### src/rtl/fetch_controller.sv
// Fetch-stage sequencer: steers the PC mux and drives the stack pop/push strobes
// for boot, return-from-call and interrupt entry.
module fetch_controller #(
    parameter int ADDR_WIDTH = 32
) (
    input  logic       clk,
    input  logic       rst,
    input  logic       stall,
    input  logic       branch_taken,
    input  logic       ret_req,
    input  logic       int_req,
    output logic       pc_enable,
    output logic [1:0] pc_selection,
    output logic       pop_pc_low_sig,
    output logic       pop_pc_high_sig,
    output logic       push_pc_low_sig,
    output logic       push_pc_high_sig,
    output logic       interrupt,
    output logic       int_ack,
    output logic       flush,
    output logic       busy
);

    typedef enum logic [2:0] {
        BOOT          = 3'd0,
        RUN           = 3'd1,
        POP_LOW       = 3'd2,
        POP_HIGH      = 3'd3,
        INT_SAVE_LOW  = 3'd4,
        INT_SAVE_HIGH = 3'd5,
        INT_VECTOR    = 3'd6
    } state_t;

    localparam logic [1:0] SEL_NEXT   = 2'b00;
    localparam logic [1:0] SEL_BRANCH = 2'b01;
    localparam logic [1:0] SEL_FIRST  = 2'b10;
    localparam logic [1:0] SEL_VECTOR = 2'b11;

    state_t r_state;
    state_t w_next;
    logic   r_int_pending;

    always_comb begin
        w_next           = r_state;
        pc_enable        = 1'b0;
        pc_selection     = SEL_NEXT;
        pop_pc_low_sig   = 1'b0;
        pop_pc_high_sig  = 1'b0;
        push_pc_low_sig  = 1'b0;
        push_pc_high_sig = 1'b0;
        interrupt        = 1'b0;
        int_ack          = 1'b0;
        flush            = 1'b0;
        busy             = 1'b1;

        unique case (r_state)
            BOOT: begin
                pc_enable    = 1'b1;
                pc_selection = SEL_FIRST;
                flush        = 1'b1;
                w_next       = RUN;
            end
            RUN: begin
                busy = 1'b0;
                // Priority: stall > ret > branch > pending interrupt > sequential
                if (stall) begin
                    pc_enable = 1'b0;
                end else if (ret_req) begin
                    flush  = 1'b1;
                    w_next = POP_LOW;
                end else if (branch_taken) begin
                    pc_enable    = 1'b1;
                    pc_selection = SEL_BRANCH;
                    flush        = 1'b1;
                end else if (r_int_pending) begin
                    flush  = 1'b1;
                    w_next = INT_SAVE_LOW;
                end else begin
                    pc_enable = 1'b1;
                end
            end
            POP_LOW: begin
                pop_pc_low_sig = 1'b1;
                w_next         = POP_HIGH;
            end
            POP_HIGH: begin
                pop_pc_high_sig = 1'b1;
                w_next          = RUN;
            end
            INT_SAVE_LOW: begin
                push_pc_low_sig = 1'b1;
                w_next          = INT_SAVE_HIGH;
            end
            INT_SAVE_HIGH: begin
                push_pc_high_sig = 1'b1;
                w_next           = INT_VECTOR;
            end
            INT_VECTOR: begin
                pc_enable    = 1'b1;
                pc_selection = SEL_VECTOR;
                interrupt    = 1'b1;
                int_ack      = 1'b1;
                flush        = 1'b1;
                w_next       = RUN;
            end
            default: begin
                w_next = BOOT;
            end
        endcase

        // Reset is synchronous, but the outputs already present the boot vector
        // while it is held so the PC latches 0x20 regardless of the old state.
        if (rst) begin
            w_next           = BOOT;
            pc_enable        = 1'b1;
            pc_selection     = SEL_FIRST;
            pop_pc_low_sig   = 1'b0;
            pop_pc_high_sig  = 1'b0;
            push_pc_low_sig  = 1'b0;
            push_pc_high_sig = 1'b0;
            interrupt        = 1'b0;
            int_ack          = 1'b0;
            flush            = 1'b1;
            busy             = 1'b1;
        end
    end

    always_ff @(posedge clk) begin
        if (rst) begin
            r_state       <= BOOT;
            r_int_pending <= 1'b0;
        end else begin
            r_state       <= w_next;
            r_int_pending <= int_req | (r_int_pending & (r_state != INT_VECTOR));
        end
    end

    // The stack is addressed in two 16-bit halves, so the PC must be 32 bits wide.
    a_pc_width: assert property (@(posedge clk) ADDR_WIDTH == 32);

    a_strobe_onehot: assert property (@(posedge clk) disable iff (rst)
        $onehot0({pop_pc_low_sig, pop_pc_high_sig, push_pc_low_sig, push_pc_high_sig}));

    a_busy_state: assert property (@(posedge clk) disable iff (rst)
        busy == (r_state != RUN));

    a_no_pe_on_stack: assert property (@(posedge clk) disable iff (rst)
        (pop_pc_low_sig | pop_pc_high_sig | push_pc_low_sig | push_pc_high_sig) |-> !pc_enable);

endmodule

### config.mk
export PLATFORM = sky130hd
export DESIGN_NAME = fetch_controller
export DESIGN_NICKNAME = d
export VERILOG_FILES = /design/src/rtl/fetch_controller.sv
export SDC_FILE = /design/constraint.sdc
export NUM_CORES = 1
export LEC_CHECK = 0
export CORE_AREA = 4 4 41 43
export DETAILED_ROUTE_END_ITERATION = 12
export DIE_AREA = 0 0 45 47
export PLACE_DENSITY = 0.57
export SYNTH_ARGS = -nofsm -noshare
export SYNTH_HDL_FRONTEND = slang
export SYNTH_SLANG_ARGS = --single-unit
### constraint.sdc
create_clock -name clk -period 2.1 [get_ports clk]
set_input_delay 0.63 -clock clk [delete_from_list [all_inputs] [get_ports clk]]
set_output_delay 0.63 -clock clk [all_outputs]
set_load 0.05 [all_outputs]
==> flow_summary.toml <==
[status]
status = "finished with violations"
violations = "setup timing"

[yosys]
synthMuxAreaShare = 0
syn_nets = 47
yosys.area_share.simple = 0.450
syn_avg_cell_area_um2 = 7.32
synth.distinct_cells = 20
yosys_warnings = 0
yosys.area_share.adder = 0
ys_seq_area_frac = 0.267
synth_cells = 41
synthXorXnorAreaFrac = 0
synth_compound_area_frac = 0.196
synth_top_family_by_area = "simple AND/OR/NAND/NOR gates"
ys_ff_latch = 4
syn_area_um2 = 300

[timing]
whs_ps = 594
finalSetupTns_ps = -313
slew_headroom = 0.780
period_share = 1.06
post-route-min-period_ps = 2220
rsz0062_at_grt = "true"
max_freq_mhz = 451
hold_viol = 0
setup_slack_ps = -117
worst-slew-pin-transition_ps = 328
finalSetupViolations = 3
finClkSkew_ps = 3.36
slew_violations = 0

[routing]
vias = 413
drt_iter0_markers = 1
avgRoutedWirePerCell_um = 11.5
via_per_inst = 4.69
ant_nets = 0
dr.pass1.iters = 2
drt-total-wl_mm = 1.02
drc = 0

[cts]
cts_buffers = 3
cts_tree = "built"
cts_root_buffer = "clkbuf_4"
h-tree-depth = 1
clock_latency_ps = 240
cts.path.max_buffers = 2
path_clk_slew_ps = 40
cts_sinks = 4

[finish]
n_fill_cell = 123
fin_nets = 81
syn_to_final_growth_pct = 167
fin_area_um2 = 801
final_cell_mix = "15 x buf_4, 9 x buf_12, 5 x buf_6"
antennaDiodeCount = 0
drive_gt1_frac = 0.671
final_common_cell = "buf_4"

[die]
die_h_um = 47
chipWidth_um = 45
dieArea_mm2 = 0.00212
num_io_pins = 17
placementRows = 13
core_mm2 = 0.00130
initial_core_util = 0.231

[power]
power_density_mw_per_mm2 = 400
peakVddDrop_uv = 297
power_leakage_nw = 0.320

[global_routing]
grt_max_degree = 10
grt_pass1_vias = 398
grt_pass1_wl_mm = 1.75
antenna_found_initial = 0
grt_use_total = 0.116
overflow = 0

[worst_setup_path]
worst_ep_required_time_ps = 1470
end_kind = "primary output"
criticalPathCategory = "in -> out"
path_max_fanout = 3
arrival_ps = 1590
start_kind = "primary input"

[placement]
post-dp-hpwl_um = 811
place_worst_setup_slack_ps = -449
gp_congestion = 0.780
numPortBuffers = 16
place_area_um2 = 724

[hold_path]
hold_path.class = "reg -> reg"

[flow_run]
drv_cap = 0
-- worst paths after layout --
path	start	end	slack [ps]	depth (start not counted)
setup / recovery	stall	flush	-120	4
hold / removal	r_int_pending$_SDFF_PP0_	r_int_pending$_SDFF_PP0_	590	2
setup reg to reg	r_state[1]$_SDFFE_PP0P_	r_state[2]$_SDFFE_PP0P_	360	3
hold reg to reg	r_int_pending$_SDFF_PP0_	r_int_pending$_SDFF_PP0_	590	2
-- layer usage --
layer	share of wire	global-route usage	vias up
met5	0	0	-
met4	0	0.0175	0
met3	0.088	0.0575	0
met2	0.50	0.201	16
met1	0.41	0.132	182
li1	-	-	215
-- kinds of logic (layout without fill, tap and decap cells) --
group	count (synthesis)	count (layout)
buffers and inverters	5	37
AND/OR/NAND/NOR	22	22
flip-flops	4	4
AO/OA/AOI/OAI	10	10
-- worst max-delay path, stage by stage --
cell and delay, ps:
buf_6 90, or4b_4 550, o21ai_4 170, buf_12 150
-- through the flow --
step,utilization,std cells,power (W)
6_report,0.615,88,0.000320
4_1_cts,0.604,87,0.000324
3_5_place_dp,0.557,82,0.000213
3_3_place_gp,0.557,82,0.000211
5_1_grt,0.615,88,0.000343
2_1_floorplan,-,41,0.000155
-- final cells by class --
| type | instances | area, µm² | area share |
|---|---|---|---|
| Clock buffer | 3 | 22.5 | 0.0281 |
| Sequential cell | 4 | 85.1 | 0.106 |
| Tap cell | 15 | 18.8 | 0.0234 |
| Inverter | 2 | 7.51 | 0.00938 |
| Multi-Input combinational cell | 32 | 294 | 0.367 |
| Timing Repair Buffer | 32 | 373 | 0.466 |
-- power by group --
group	switching (W)	leakage, nW	internal [W]
clock	0.0000342	0.0138	0.0000641
sequential	0.00000674	0.0343	0.0000799
combinational	0.0000653	0.272	0.0000699
-- registers in the layout, summed over array words and instances (netlist names) --
| name | flops |
|---|---|
| r_state | 3 |
| r_int_pending | 1 |
-- timing repair --
action                                  CTS  global route
setup buffers                             2             1
hold buffers                              0             0
endpoints found under the setup margin   12             6
gates resized for setup                  23             2
hold endpoints to repair                  0             0
pin swaps                                 6             6
-- synthesized netlist by cell type --
cell,number,area [µm²]
a21oi_1,3,15.0
a221oi_1,1,8.76
a31oi_1,2,12.5
and2b_1,1,7.51
buf_4,2,15.0
clkbuf_1,1,3.75
dfxtp_1,4,80.1
inv_1,2,7.51
nand2_1,2,7.51
nand2b_1,4,25.0
nand3b_1,2,15.0
nor2_1,3,11.3
nor2b_1,1,6.26
nor3_1,4,20.0
nor4b_1,1,8.76
o21ai_0,3,15.0
o21bai_1,1,7.51
or2b_1,1,7.51
or3_1,1,6.26
or4b_1,2,20.0
(Power assumes the default switching activity.)
